File: config.mk
export PLATFORM = sky130hd
export DESIGN_NAME = alu_writeback
export DESIGN_NICKNAME = d
export VERILOG_FILES = /design/src/rtl/alu_writeback.sv
export SDC_FILE = /design/constraint.sdc
export NUM_CORES = 1
export LEC_CHECK = 0
export ABC_CLOCK_PERIOD_IN_PS = 6450
export CAP_MARGIN = 10
export CORE_MARGIN = 2
export CORE_UTILIZATION = 50
export CTS_CLUSTER_SIZE = 28
export DETAILED_ROUTE_END_ITERATION = 7
export PLACE_DENSITY = 0.72
export SLEW_MARGIN = 10
export SYNTH_ARGS = -nofsm -noshare
export SYNTH_HDL_FRONTEND = slang
export SYNTH_SLANG_ARGS = --single-unit
File: constraint.sdc
create_clock -name clk -period 6.45 [get_ports clk]
set_input_delay 0.645 -clock clk [delete_from_list [all_inputs] [get_ports clk]]
set_output_delay 0.645 -clock clk [all_outputs]
set_load 0.02 [all_outputs]
File: src/rtl/alu_writeback.sv
// ALU write-back stage: FIFO-buffered ALU results drained into the register-file write port and status register.
// Optional build macro WB_STATUS_STICKY_EN: sticky status flags plus a status_clr input.
module alu_writeback #(
  parameter int DEPTH = 4,
  parameter int AW    = 4,
  parameter int DW    = 8
) (
  input  logic                     clk,
  input  logic                     rst_n,
`ifdef WB_STATUS_STICKY_EN
  input  logic                     status_clr,
`endif
  input  logic                     in_valid,
  output logic                     in_ready,
  input  logic [3:0]               in_op,
  input  logic [AW-1:0]            in_rd,
  input  logic [DW-1:0]            in_result,
  input  logic [3:0]               in_status,
  input  logic                     wr_stall,
  output logic                     wr_en,
  output logic [AW-1:0]            wr_addr,
  output logic [DW-1:0]            wr_data,
  output logic [3:0]               status_q,
  output logic                     illegal_op,
  output logic [$clog2(DEPTH):0]   fifo_count
);

  localparam int PW = $clog2(DEPTH);
  localparam int CW = PW + 1;
  localparam int EW = 4 + AW + DW + 4;
  localparam logic [CW-1:0] DEPTH_C = CW'(DEPTH);

  // Handshake: an entry transfers on a rising edge where in_valid && in_ready;
  // in_ready depends only on the pre-edge count, so a pop never frees a slot for the same edge.
  logic [EW-1:0]   mem_q [DEPTH];
  logic [PW-1:0]   wptr_q, wptr_d;
  logic [PW-1:0]   rptr_q, rptr_d;
  logic [CW-1:0]   count_q, count_d;
  logic            wr_en_q, illegal_q;
  logic [AW-1:0]   wr_addr_q;
  logic [DW-1:0]   wr_data_q;
  logic [3:0]      status_d;

  logic            push_w, pop_w;
  logic [EW-1:0]   head_w;
  logic [3:0]      h_op, h_status;
  logic [AW-1:0]   h_rd;
  logic [DW-1:0]   h_result;
  logic            dec_wr, dec_st, dec_ill;

  assign in_ready   = rst_n && (count_q < DEPTH_C);
  assign push_w     = in_valid && in_ready;
  assign pop_w      = (count_q != '0) && !wr_stall;
  assign head_w     = mem_q[rptr_q];
  assign {h_op, h_rd, h_result, h_status} = head_w;

  assign wr_en      = wr_en_q;
  assign wr_addr    = wr_addr_q;
  assign wr_data    = wr_data_q;
  assign illegal_op = illegal_q;
  assign fifo_count = count_q;

  // Op classes: result-only, result+status, status-only (parity), and undefined.
  always_comb begin
    dec_wr  = 1'b0;
    dec_st  = 1'b0;
    dec_ill = 1'b0;
    case (h_op)
      4'b0000, 4'b1010, 4'b1000: dec_wr = 1'b1;
      4'b1011, 4'b1100, 4'b1101,
      4'b1110, 4'b1111, 4'b0111: begin
        dec_wr = 1'b1;
        dec_st = 1'b1;
      end
      4'b1001: dec_st = 1'b1;
      default: dec_ill = 1'b1;
    endcase
  end

  always_comb begin
    status_d = status_q;
    if (pop_w && dec_st) begin
`ifdef WB_STATUS_STICKY_EN
      status_d = status_q | h_status;
`else
      status_d = h_status;
`endif
    end
`ifdef WB_STATUS_STICKY_EN
    if (status_clr) status_d = 4'b0000;
`endif
  end

  always_comb begin
    wptr_d  = push_w ? wptr_q + PW'(1) : wptr_q;
    rptr_d  = pop_w  ? rptr_q + PW'(1) : rptr_q;
    count_d = count_q;
    case ({push_w, pop_w})
      2'b10:   count_d = count_q + CW'(1);
      2'b01:   count_d = count_q - CW'(1);
      default: count_d = count_q;
    endcase
  end

  // Storage needs no reset: occupancy is governed entirely by the pointers and count.
  always_ff @(posedge clk) begin
    if (push_w) mem_q[wptr_q] <= {in_op, in_rd, in_result, in_status};
  end

  always_ff @(posedge clk) begin
    if (!rst_n) begin
      wptr_q    <= '0;
      rptr_q    <= '0;
      count_q   <= '0;
      wr_en_q   <= 1'b0;
      illegal_q <= 1'b0;
      wr_addr_q <= '0;
      wr_data_q <= '0;
      status_q  <= 4'b0000;
    end else begin
      wptr_q    <= wptr_d;
      rptr_q    <= rptr_d;
      count_q   <= count_d;
      wr_en_q   <= pop_w && dec_wr;
      illegal_q <= pop_w && dec_ill;
      if (pop_w && dec_wr) begin
        wr_addr_q <= h_rd;
        wr_data_q <= h_result;
      end
      status_q  <= status_d;
    end
  end

endmodule

After elaboration in Yosys (flattened, before gate mapping)
Memory sizes are Yosys's and may differ from the RTL's. A register that Yosys moved wholly into a read port is not among the register bits.
Index checks and enable logic that the tools add are counted.
{ "totals": {"reg_bits": 25, "mem_bits_rw": 80, "in_bits": 24, "out_inout_bits": 22, "mem_count": 1} }
{ "classes": {"n_addsub": 4, "magnitude_cmp": 1, "n_eq_ne": 11, "mux": 8, "n_reduce_logical": 13} }
{ "memory_table": {"columns": ["memory", "words", "word_bits", "rd", "rd_clocked_by_memory_dff", "wr", "line_no", "text"], "rows": [
  ["mem_q", 4, 20, 1, 1, 1, "35", "logic [EW-1:0] mem_q [DEPTH];"]
]} }
{ "ops": {"columns": ["operator", "count"], "rows": [
  ["== test 4 bit, second input constant", 8],
  ["OR reduction 10 bit", 1],
  ["OR reduction 9 bit", 1],
  ["OR reduction 7 bit", 1],
  ["logical AND 1 bit", 6],
  ["one-hot mux 3 bit (2 select lines)", 1],
  ["2-to-1 mux 1 bit", 5],
  ["adder 2 x 1 -> 2 bit, second input constant", 2],
  ["== test 4 x 3 -> 1 bit, second input constant", 1],
  ["logical NOT 4 bit", 1],
  ["2-to-1 mux 2 bit", 2],
  ["adder 3 x 1 -> 3 bit, second input constant", 1],
  ["less-than comparator 3 bit, second input constant", 1],
  ["nonzero test 3 bit", 1],
  ["subtractor 3 x 1 -> 3 bit, second input constant", 1],
  ["== test 2 x 1 -> 1 bit, second input constant", 1],
  ["== test 2 bit, second input constant", 1],
  ["nonzero test 2 bit", 1],
  ["logical NOT 1 bit", 1]
]} }

Logic depth before layout (Yosys ltp)
Gate-level depths: netlist (run 1).
{ "logic_depth": {"depth_word": 5, "mapped_depth": 10} }

Least setup slack after synthesis (run 1)
No wires, ideal clock.
{ "synth_timing": {"path_kind": "input -> register", "from": "input rst_n", "to": "register count_q[2] (netlist: fifo_count[2])", "t_arrival_ps": 2508, "path_slack_ps": 3866, "stages": 10, "path_buffers": 1, "path_cell_list": "clkbuf_1 -> nor2b_1 -> and2_1 -> inv_1 -> ha_1 -> inv_1 -> fa_1 -> xor2_1 -> or3_1 -> a21boi_0"} }
{ "synth_between": {"elab_chain_len": 4, "word_cells_on_any_way": 6, "cone_classes": "2 x eq/ne; 1 x mux; 3 x reduce/logical"} }
{ "synth_rtl": {"columns": ["item", "line_no", "text"], "rows": [
  ["from (decl)", "9", "input logic rst_n,"],
  ["logical AND 1 bit *", "51", "assign in_ready = rst_n && (count_q < DEPTH_C);"],
  ["named net in_ready", "14", "output logic in_ready,"],
  ["logical AND 1 bit *", "52", "assign push_w = in_valid && in_ready;"],
  ["== test 2 x 1 -> 1 bit or == test 2 bit (tied branches)", "98", "case ({push_w, pop_w})"],
  ["one-hot mux 3 bit (2 select lines) or nonzero test 2 bit (tied branches)", null, null],
  ["to (signal assigned)", "123", "count_q <= count_d;"],
  ["to (decl)", "38", "logic [CW-1:0] count_q, count_d;"]
]} }
The timed path passes the listed nets; every way through them passes the cells marked *.
A chain may end at the register's enable or synchronous reset.

Final worst setup path (run 1)
{ "layout_timing": {"from": "input rst_n", "to": "output in_ready"} }
{ "layout_between": {"elab_chain_len": 1} }
{ "layout_rtl": {"columns": ["item", "line_no"], "rows": [
  ["logical AND 1 bit", "51"],
  ["to (decl)", "14"]
]} }
No other way between the ends.

==> flow_summary.json, run 1 <==
{
  "core_area_sq_um": 7850,
  "startpoint_type": "primary input",
  "max_cap_violations": 0,
  "cp_max_fo": 42,
  "grt_max_degree": 43,
  "dieHeight_um": 94.5,
  "p_per_area_nw_per_um2": 331,
  "cts_buffers": 9,
  "grt_overflow": 0,
  "cts.clk_slew.worst_paths_ns": 0.09,
  "dr.pass1.iters": 4,
  "final_util": 0.612,
  "drt-met1-wl_mm": 2.91,
  "viasPerCell": 5.18,
  "cp.arrival_ns": 2.52,
  "yosys.area.top_type": "edfxtp_1",
  "yosys_warnings": 0,
  "cts.repair.resized": 0,
  "outcome": "finished, final reports clean",
  "drc": 0,
  "skew_ns": 0.0124,
  "peakVddDrop_uv": 177,
  "hold_viol_final": 0,
  "start_util": 0.521,
  "portBuffers": 45,
  "setup_viol": 0,
  "final_common_cell": "edfxtp_1",
  "synth_cells": 235,
  "post_cts_buffers": 0,
  "htree_levels": 3,
  "dieArea_sq_um": 8920,
  "r2r_slack_ns": 3.57,
  "final_nets": 313,
  "synthArstFlopShare": 0,
  "rows": 32,
  "min_path_type": "flip-flop to flip-flop",
  "slew_violations": 0,
  "synthToLayoutAreaGrowth_pct": 17.4,
  "hpwl_mm": 4.04,
  "multi_input_area_sq_um": 1070,
  "hold_buffers": 0,
  "place.gp.congestion": 0.663,
  "synth_ff_type": "edfxtp_1",
  "synth.distinct_cells": 28,
  "clock.fmax_mhz": 316,
  "cts_tree": "yes",
  "final_cell_mix": "80 x edfxtp_1, 45 x clkdlybuf4s50_1, 36 x nand2_1",
  "die_w_um": 94.5,
  "syn-num-nets": 265,
  "dpl_worst_slack_ns": 3.19,
  "worstMarginPinSlew_ns": 1.10,
  "cts-root-buf": "clkbuf_8",
  "fillCellCount": 606,
  "syn_area_sq_um": 4090,
  "critPathCaptureType": "output pin",
  "clockBufferDepth": 2,
  "grt_pass1_wl_mm": 10.3,
  "io-pin-count": 46,
  "drive_gt1_frac": 0.135,
  "clock-sinks": 107,
  "ys_seq_area_frac": 0.719,
  "wl_met3_um": 226,
  "fin_ws_ns": 3.28,
  "tns_ns": 0,
  "drtIter0Drc": 62,
  "finalCritPeriodShare": 0.491,
  "min_period_ns": 3.17,
  "num_antenna_cells": 0,
  "grt_pass1_vias": 2037,
  "ys_top_cells_by_area": "edfxtp_1 59%, dfxtp_1 13%, mux4_2 10%, mux2i_1 3.9%, nand2_1 3.3%",
  "relSlewSlack": 0.267,
  "synth_edf_count": 80,
  "power_leakage_uw": 0.00167,
  "worstSkewPairLatency_ns": 0.37,
  "vias": 2020,
  "ant_nets": 0,
  "syn_avg_cell_area_sq_um": 17.4,
  "worstSetupPathType": "primary input to output pin",
  "ys_ff_latch": 107,
  "rsz0062_at_grt": "false",
  "synth.top_cell.area_share": 0.587,
  "final-seq-area_sq_um": 2940,
  "routed_wl_mm": 6.49,
  "wl_per_cell_um": 16.6,
  "wl_met2_mm": 3.25,
  "cp.required_ns": 5.80,
  "antenna_found_initial": 0,
  "routed.top_layer": "met4",
  "track_usage": 0.160
}
==> synthesized netlist by cell type, drive strengths merged, types with 2 or more instances <==
library cell / count
and2: 7
and3: 5
buf: 3
clkbuf: 7
dfxtp: 27
edfxtp: 80
ha: 5
inv: 6
mux2i: 16
mux4: 20
nand2: 36
nor2: 2
nor3: 3
o21a: 2
o21ai: 4
xnor2: 2
xor2: 3
==> metrics by stage <==
stage,hold slack [ns],std cells,total power [uW],area (sq um)
floorplan,0.469,235,1130,4090
global placement,0.446,374,1240,4630
detailed placement,0.452,374,1250,4630
CTS,0.465,390,1610,4800
global route,0.488,390,1670,4800
finish,0.461,390,1590,4800
==> cell type report <==
cell class / instances / share of cell area
clock buffer: 9 / 0.0258
inverter: 6 / 0.00469
tap: 102 / 0.0266
sequential: 107 / 0.612
multi-input combinational: 112 / 0.223
timing repair buffer: 47 / 0.0969
clock inverter: 7 / 0.0104
==> flip-flops by register name, summed over array words and instances (netlist names), named ones only <==
signal / flops
wr_addr: 4
wptr_q: 2
wr_en: 1
rptr_q: 2
status_q: 4
fifo_count: 3
mem_q: 80
wr_data: 8
illegal_op: 1
==> metal layers <==
metal	up-vias	global-route usage
li1	975	-
met1	996	0.199
met2	41	0.268
met3	8	0.0415
met4	0	0.0652
met5	-	0
==> worst paths after layout <==
path | start | to | cells past startpoint
setup / recovery | rst_n | in_ready | 4
hold / removal | wr_addr[0]$_SDFFE_PN0P_ | wr_addr[0]$_SDFFE_PN0P_ | 2
setup reg to reg | flip-flop | wr_data[4]$_SDFFE_PN0P_ | 4
hold reg to reg | wr_addr[0]$_SDFFE_PN0P_ | wr_addr[0]$_SDFFE_PN0P_ | 2
==> cells by family after synthesis <==
| group | count (synthesis) | share of synthesized area |
|---|---|---|
| and+or+nand+nor | 57 | 0.0645 |
| adders and majority gates | 6 | 0.0202 |
| buffers and inverters | 16 | 0.0187 |
| xor gates and xnor gates | 5 | 0.0107 |
| AOI/OAI and AO/OA | 8 | 0.0165 |
| muxes | 36 | 0.150 |
| DFF | 107 | 0.719 |
==> worst max-delay path, stage by stage <==
cell and delay (ns):
clkdlybuf4s50_1 0.45, buf_4 0.35, nor2b_1 0.40, clkdlybuf4s50_1 0.68
==> report_power, final <==
group	switching [uW]	total (uW)	internal [uW]
clock	219	361	142
sequential	31.4	831	800
combinational	195	398	202
total	446	1590	1140
Note: power is estimated with default switching activity, not from simulation.
==> run 2: changes to the inputs <==
- ABC_CLOCK_PERIOD_IN_PS: 6450 -> 3180
- clock period: 6.45 -> 3.18 ns (I/O delays scaled with it)
==> flow_summary.json, run 2 (synthesis gave the netlist of run 1 again) <==
{
  "drc": 0,
  "slew_violations": 0,
  "place.gp.congestion": 0.730,
  "cp_max_fo": 13,
  "track_usage": 0.167,
  "cp.arrival_ns": 2.72,
  "dr.pass1.iters": 4,
  "startpoint_type": "flip-flop",
  "cts_tree": "yes",
  "dpl_worst_slack_ns": 0.701,
  "wl_per_cell_um": 16.6,
  "grt_max_degree": 42,
  "clock-sinks": 107,
  "seqPwrFrac": 0.508,
  "largest_reg_flops": 80,
  "cts.clk_slew.worst_paths_ns": 0.10,
  "antenna_found_initial": 0,
  "grt_pass1_vias": 2091,
  "top_register": "mem_q",
  "worstSetupPathType": "flip-flop to flip-flop",
  "drtIter0Drc": 104,
  "skew_ns": 0.00862,
  "die_w_um": 94.5,
  "outcome": "finished, final reports clean",
  "cts_buffers": 9,
  "p_per_area_nw_per_um2": 682,
  "core_area_sq_um": 7850,
  "critPathCaptureType": "flip-flop",
  "start_util": 0.521,
  "hpwl_mm": 4.38,
  "internal_power_uw": 2430,
  "routed_wl_mm": 6.63,
  "p_switching_uw": 917,
  "dieHeight_um": 94.5,
  "swShare": 0.274,
  "finalCritPeriodShare": 0.762,
  "cts-root-buf": "clkbuf_8",
  "peakVddDrop_uv": 337,
  "worstMarginPinSlew_ns": 0.719,
  "power_uw": 3350,
  "final_common_cell": "edfxtp_1",
  "io-pin-count": 46,
  "hold_viol_final": 0,
  "portBuffers": 45,
  "worstSkewPairLatency_ns": 0.37,
  "vias": 2080,
  "tns_ns": 0,
  "num_antenna_cells": 0,
  "synthToLayoutAreaGrowth_pct": 19.9,
  "setup_viol": 0,
  "clock.fmax_mhz": 413,
  "drive_gt1_frac": 0.164,
  "grt_pass1_wl_mm": 10.6,
  "grt_overflow": 0,
  "post_cts_buffers": 0,
  "rsz0062_at_grt": "false",
  "clockBufferDepth": 2,
  "p_comb_frac": 0.245,
  "final_nets": 323,
  "place_inst": 384,
  "rows": 32,
  "ant_nets": 0,
  "clkPwrFrac": 0.247,
  "max_cap_violations": 0,
  "hold_buffers": 0,
  "viasPerCell": 5.20,
  "cts.repair.resized": 0,
  "htree_levels": 3,
  "cp.required_ns": 3.47,
  "min_period_ns": 2.42,
  "min_path_type": "flip-flop to flip-flop",
  "dieArea_sq_um": 8920,
  "power_leakage_uw": 0.00174,
  "relSlewSlack": 0.520,
  "hold_ws_ns": 0.463,
  "stdcell_count": 400,
  "final_cell_mix": "80 x edfxtp_1, 45 x clkdlybuf4s50_1, 36 x nand2_1",
  "fin_ws_ns": 0.757
}
[run 2: cell count changes in the layout (fill, tap and decap cells not counted), sizes merged]
| cell | previous run | this run |
|---|---|---|
| bufinv | 0 | 1 |
| buf | 2 | 12 |
| clkbuf | 9 | 10 |
| clkinv | 4 | 3 |
| clkinvlp | 1 | 0 |
[run 2: cell type report]
class / instances / area (sq um)
clock buffers: 10 / 128
clock inverters: 6 / 72.6
fillers: 612 / 2940
inverters: 6 / 22.5
multi-input cells: 112 / 1070
flip-flops and latches: 107 / 2940
well taps: 102 / 128
repair buffers: 57 / 541
[run 2: final timing paths]
kind / startpoint / endpoint / slack (ns) / cells after the start
hold / removal: wr_data[5]$_SDFFE_PN0P_ / wr_data[5]$_SDFFE_PN0P_ / 0.46 / 2
setup reg to reg: flip-flop / wr_addr[2]$_SDFFE_PN0P_ / 0.76 / 5
setup / recovery: flip-flop / wr_addr[2]$_SDFFE_PN0P_ / 0.76 / 5
hold reg to reg: wr_data[5]$_SDFFE_PN0P_ / wr_data[5]$_SDFFE_PN0P_ / 0.46 / 2
[run 2: critical path, stage by stage (launching register included)]
cell and delay (ns):
dfxtp_1 0.80, mux4_2 0.46, and3_1 0.27, o31ai_4 0.32
buf_4 0.29, mux2i_1 0.21
[run 2: power groups by stage]
stage	combinational, uW	sequential (uW)	clock [uW]
floorplan	526	1770	0
global placement	815	1730	0
detailed placement	831	1740	0
CTS	834	1710	844
global route	895	1720	905
finish	820	1700	827
[run 2: metrics by stage]
stage                     utilization  instance area (sq um)
after floorplan                     -                   4090
after global placement          0.600                   4710
after detailed placement        0.600                   4710
after CTS                       0.625                   4910
after global routing            0.625                   4910
final                           0.625                   4910
[run 2: metal layers]
layer	part of all wire	routed length [um]	global-route usage
met1	0.41	2730	0.197
met2	0.52	3420	0.288
met3	0.057	379	0.0455
met4	0.015	101	0.0725
met5	0	0	0
==> run 3: changes to the inputs <==
- ABC_CLOCK_PERIOD_IN_PS: 3180 -> 2100
- PLACE_DENSITY: 0.72 -> 0.75
- clock period: 3.18 -> 2.1 ns (I/O delays scaled with it)
==> flow_summary.json, run 3 (synthesis gave the netlist of run 1 again) <==
{
  "p_per_area_nw_per_um2": 1020,
  "crit_slowest_cell": "mux4_2",
  "dieArea_sq_um": 8920,
  "dr.pass1.iters": 4,
  "wl_per_cell_um": 17.1,
  "relSlewSlack": 0.714,
  "cp_slowest_stage_delay_ns": 0.54,
  "clkPwrFrac": 0.214,
  "cp.required_ns": 2.39,
  "largest_reg_flops": 80,
  "tns_ns": 0,
  "cts_buffers": 9,
  "finalCritPeriodShare": 0.976,
  "skew_ns": 0.00879,
  "dieHeight_um": 94.5,
  "antenna_found_initial": 0,
  "grt_overflow": 0,
  "p_switching_uw": 1440,
  "cp.arrival_ns": 2.34,
  "ant_nets": 0,
  "cts_tree": "yes",
  "track_usage": 0.171,
  "place.gp.congestion": 0.726,
  "synthToLayoutAreaGrowth_pct": 23.7,
  "grt_max_degree": 42,
  "drc": 0,
  "vias": 2177,
  "num_antenna_cells": 0,
  "clockBufferDepth": 2,
  "min_period_ns": 2.05,
  "power_leakage_uw": 0.00180,
  "hpwl_mm": 4.46,
  "worstMarginPinSlew_ns": 0.428,
  "viasPerCell": 5.27,
  "internal_power_uw": 3700,
  "seqPwrFrac": 0.497,
  "worstSkewPairLatency_ns": 0.35,
  "max_cap_violations": 0,
  "rows": 32,
  "cts-root-buf": "clkbuf_8",
  "crit_path_cell_trace": "buf_12 > mux4_2 > o21a_1 > o31ai_4 > buf_6 > mux2i_1",
  "clock-sinks": 107,
  "critPathCaptureType": "flip-flop",
  "cts.clk_slew.worst_paths_ns": 0.10,
  "rsz0062_at_grt": "true",
  "routed_wl_mm": 7.08,
  "drive_gt1_frac": 0.222,
  "min_path_type": "flip-flop to flip-flop",
  "io-pin-count": 46,
  "peakVddDrop_uv": 502,
  "die_w_um": 94.5,
  "core_area_sq_um": 7850,
  "setup_viol": 0,
  "portBuffers": 45,
  "slew_violations": 0,
  "clock.fmax_mhz": 488,
  "grt_pass1_wl_mm": 11.0,
  "cp_max_fo": 7,
  "final_nets": 336,
  "grt_pass1_vias": 2138,
  "swShare": 0.280,
  "outcome": "finished, final reports clean",
  "drtIter0Drc": 105,
  "p_comb_frac": 0.289,
  "final_cell_mix": "80 x edfxtp_1, 45 x clkdlybuf4s50_1, 36 x nand2_1",
  "final_common_cell": "edfxtp_1",
  "worstSetupPathType": "flip-flop to flip-flop",
  "start_util": 0.521,
  "htree_levels": 3,
  "fillCellCount": 559,
  "final_util": 0.645,
  "hold_viol_final": 0,
  "startpoint_type": "flip-flop",
  "top_register": "mem_q"
}
-- run 3: power by group through the flow --
| stage | clock, uW | sequential (uW) | combinational (uW) |
|---|---|---|---|
| 2_1_floorplan | 0 | 2680 | 803 |
| 3_3_place_gp | 0 | 2590 | 1380 |
| 3_5_place_dp | 0 | 2600 | 1410 |
| 4_1_cts | 1130 | 2560 | 1530 |
| 5_1_grt | 1210 | 2570 | 1610 |
| 6_report | 1100 | 2550 | 1490 |
-- run 3: worst paths after layout --
check / from / depth (start not counted) / slack (ns) / endpoint
min reg2reg: wr_addr[0]$_SDFFE_PN0P_ / 2 / 0.46 / wr_addr[0]$_SDFFE_PN0P_
max reg2reg: flip-flop / 6 / 0.05 / wr_data[2]$_SDFFE_PN0P_
min: wr_addr[0]$_SDFFE_PN0P_ / 2 / 0.46 / wr_addr[0]$_SDFFE_PN0P_
max: flip-flop / 6 / 0.05 / wr_data[2]$_SDFFE_PN0P_
-- run 3: what timing repair did --
action | 4_1_cts | 5_1_grt
buffers inserted | 6 | 3
gates cloned | 1 | 0
setup endpoints to repair | 11 | 12
pin swaps | 1 | 2
gates resized for setup | 5 | 2
hold buffers | 0 | 0
-- run 3: layer usage --
layer,vias up,part of all wire,GRT usage,wire length [um]
li1,1020,-,-,-
met1,1103,0.43,0.213,3080
met3,8,0.044,0.0359,310
met5,-,0,0,0
met2,46,0.51,0.294,3610
met4,0,0.011,0.0688,81
-- run 3: final cells by class --
type                    instances  area (sq um)  share of cell area
clock buffers                  10           128              0.0252
clock inverters                 6          40.0             0.00791
inverters                       6          22.5             0.00445
multi-input cells             112          1090               0.215
flip-flops and latches        107          2950               0.582
well taps                     102           128              0.0252
repair buffers                 70           708               0.140
-- run 3: through the flow --
| stage | power [uW] | hold slack [ns] | setup WS [ns] | cells | instance area, sq um |
|---|---|---|---|---|---|
| 3_5_place_dp | 4010 | 0.452 | -0.202 | 390 | 4830 |
| 6_report | 5140 | 0.462 | 0.0496 | 413 | 5060 |
| 2_1_floorplan | 3480 | 0.309 | 0.0557 | 235 | 4100 |
| 3_3_place_gp | 3980 | 0.443 | -0.153 | 390 | 4830 |
| 4_1_cts | 5220 | 0.463 | 0.0279 | 413 | 5090 |
| 5_1_grt | 5390 | 0.484 | -0.0292 | 413 | 5060 |
-- run 3: critical path: cells and delay by family (launching register included) --
kind / cells / cell delay [ns]
AO/OA/AOI/OAI: 2 / 0.58
buffers and inverters: 2 / 0.32
flip-flops: 1 / 0.35
multiplexers: 2 / 0.73
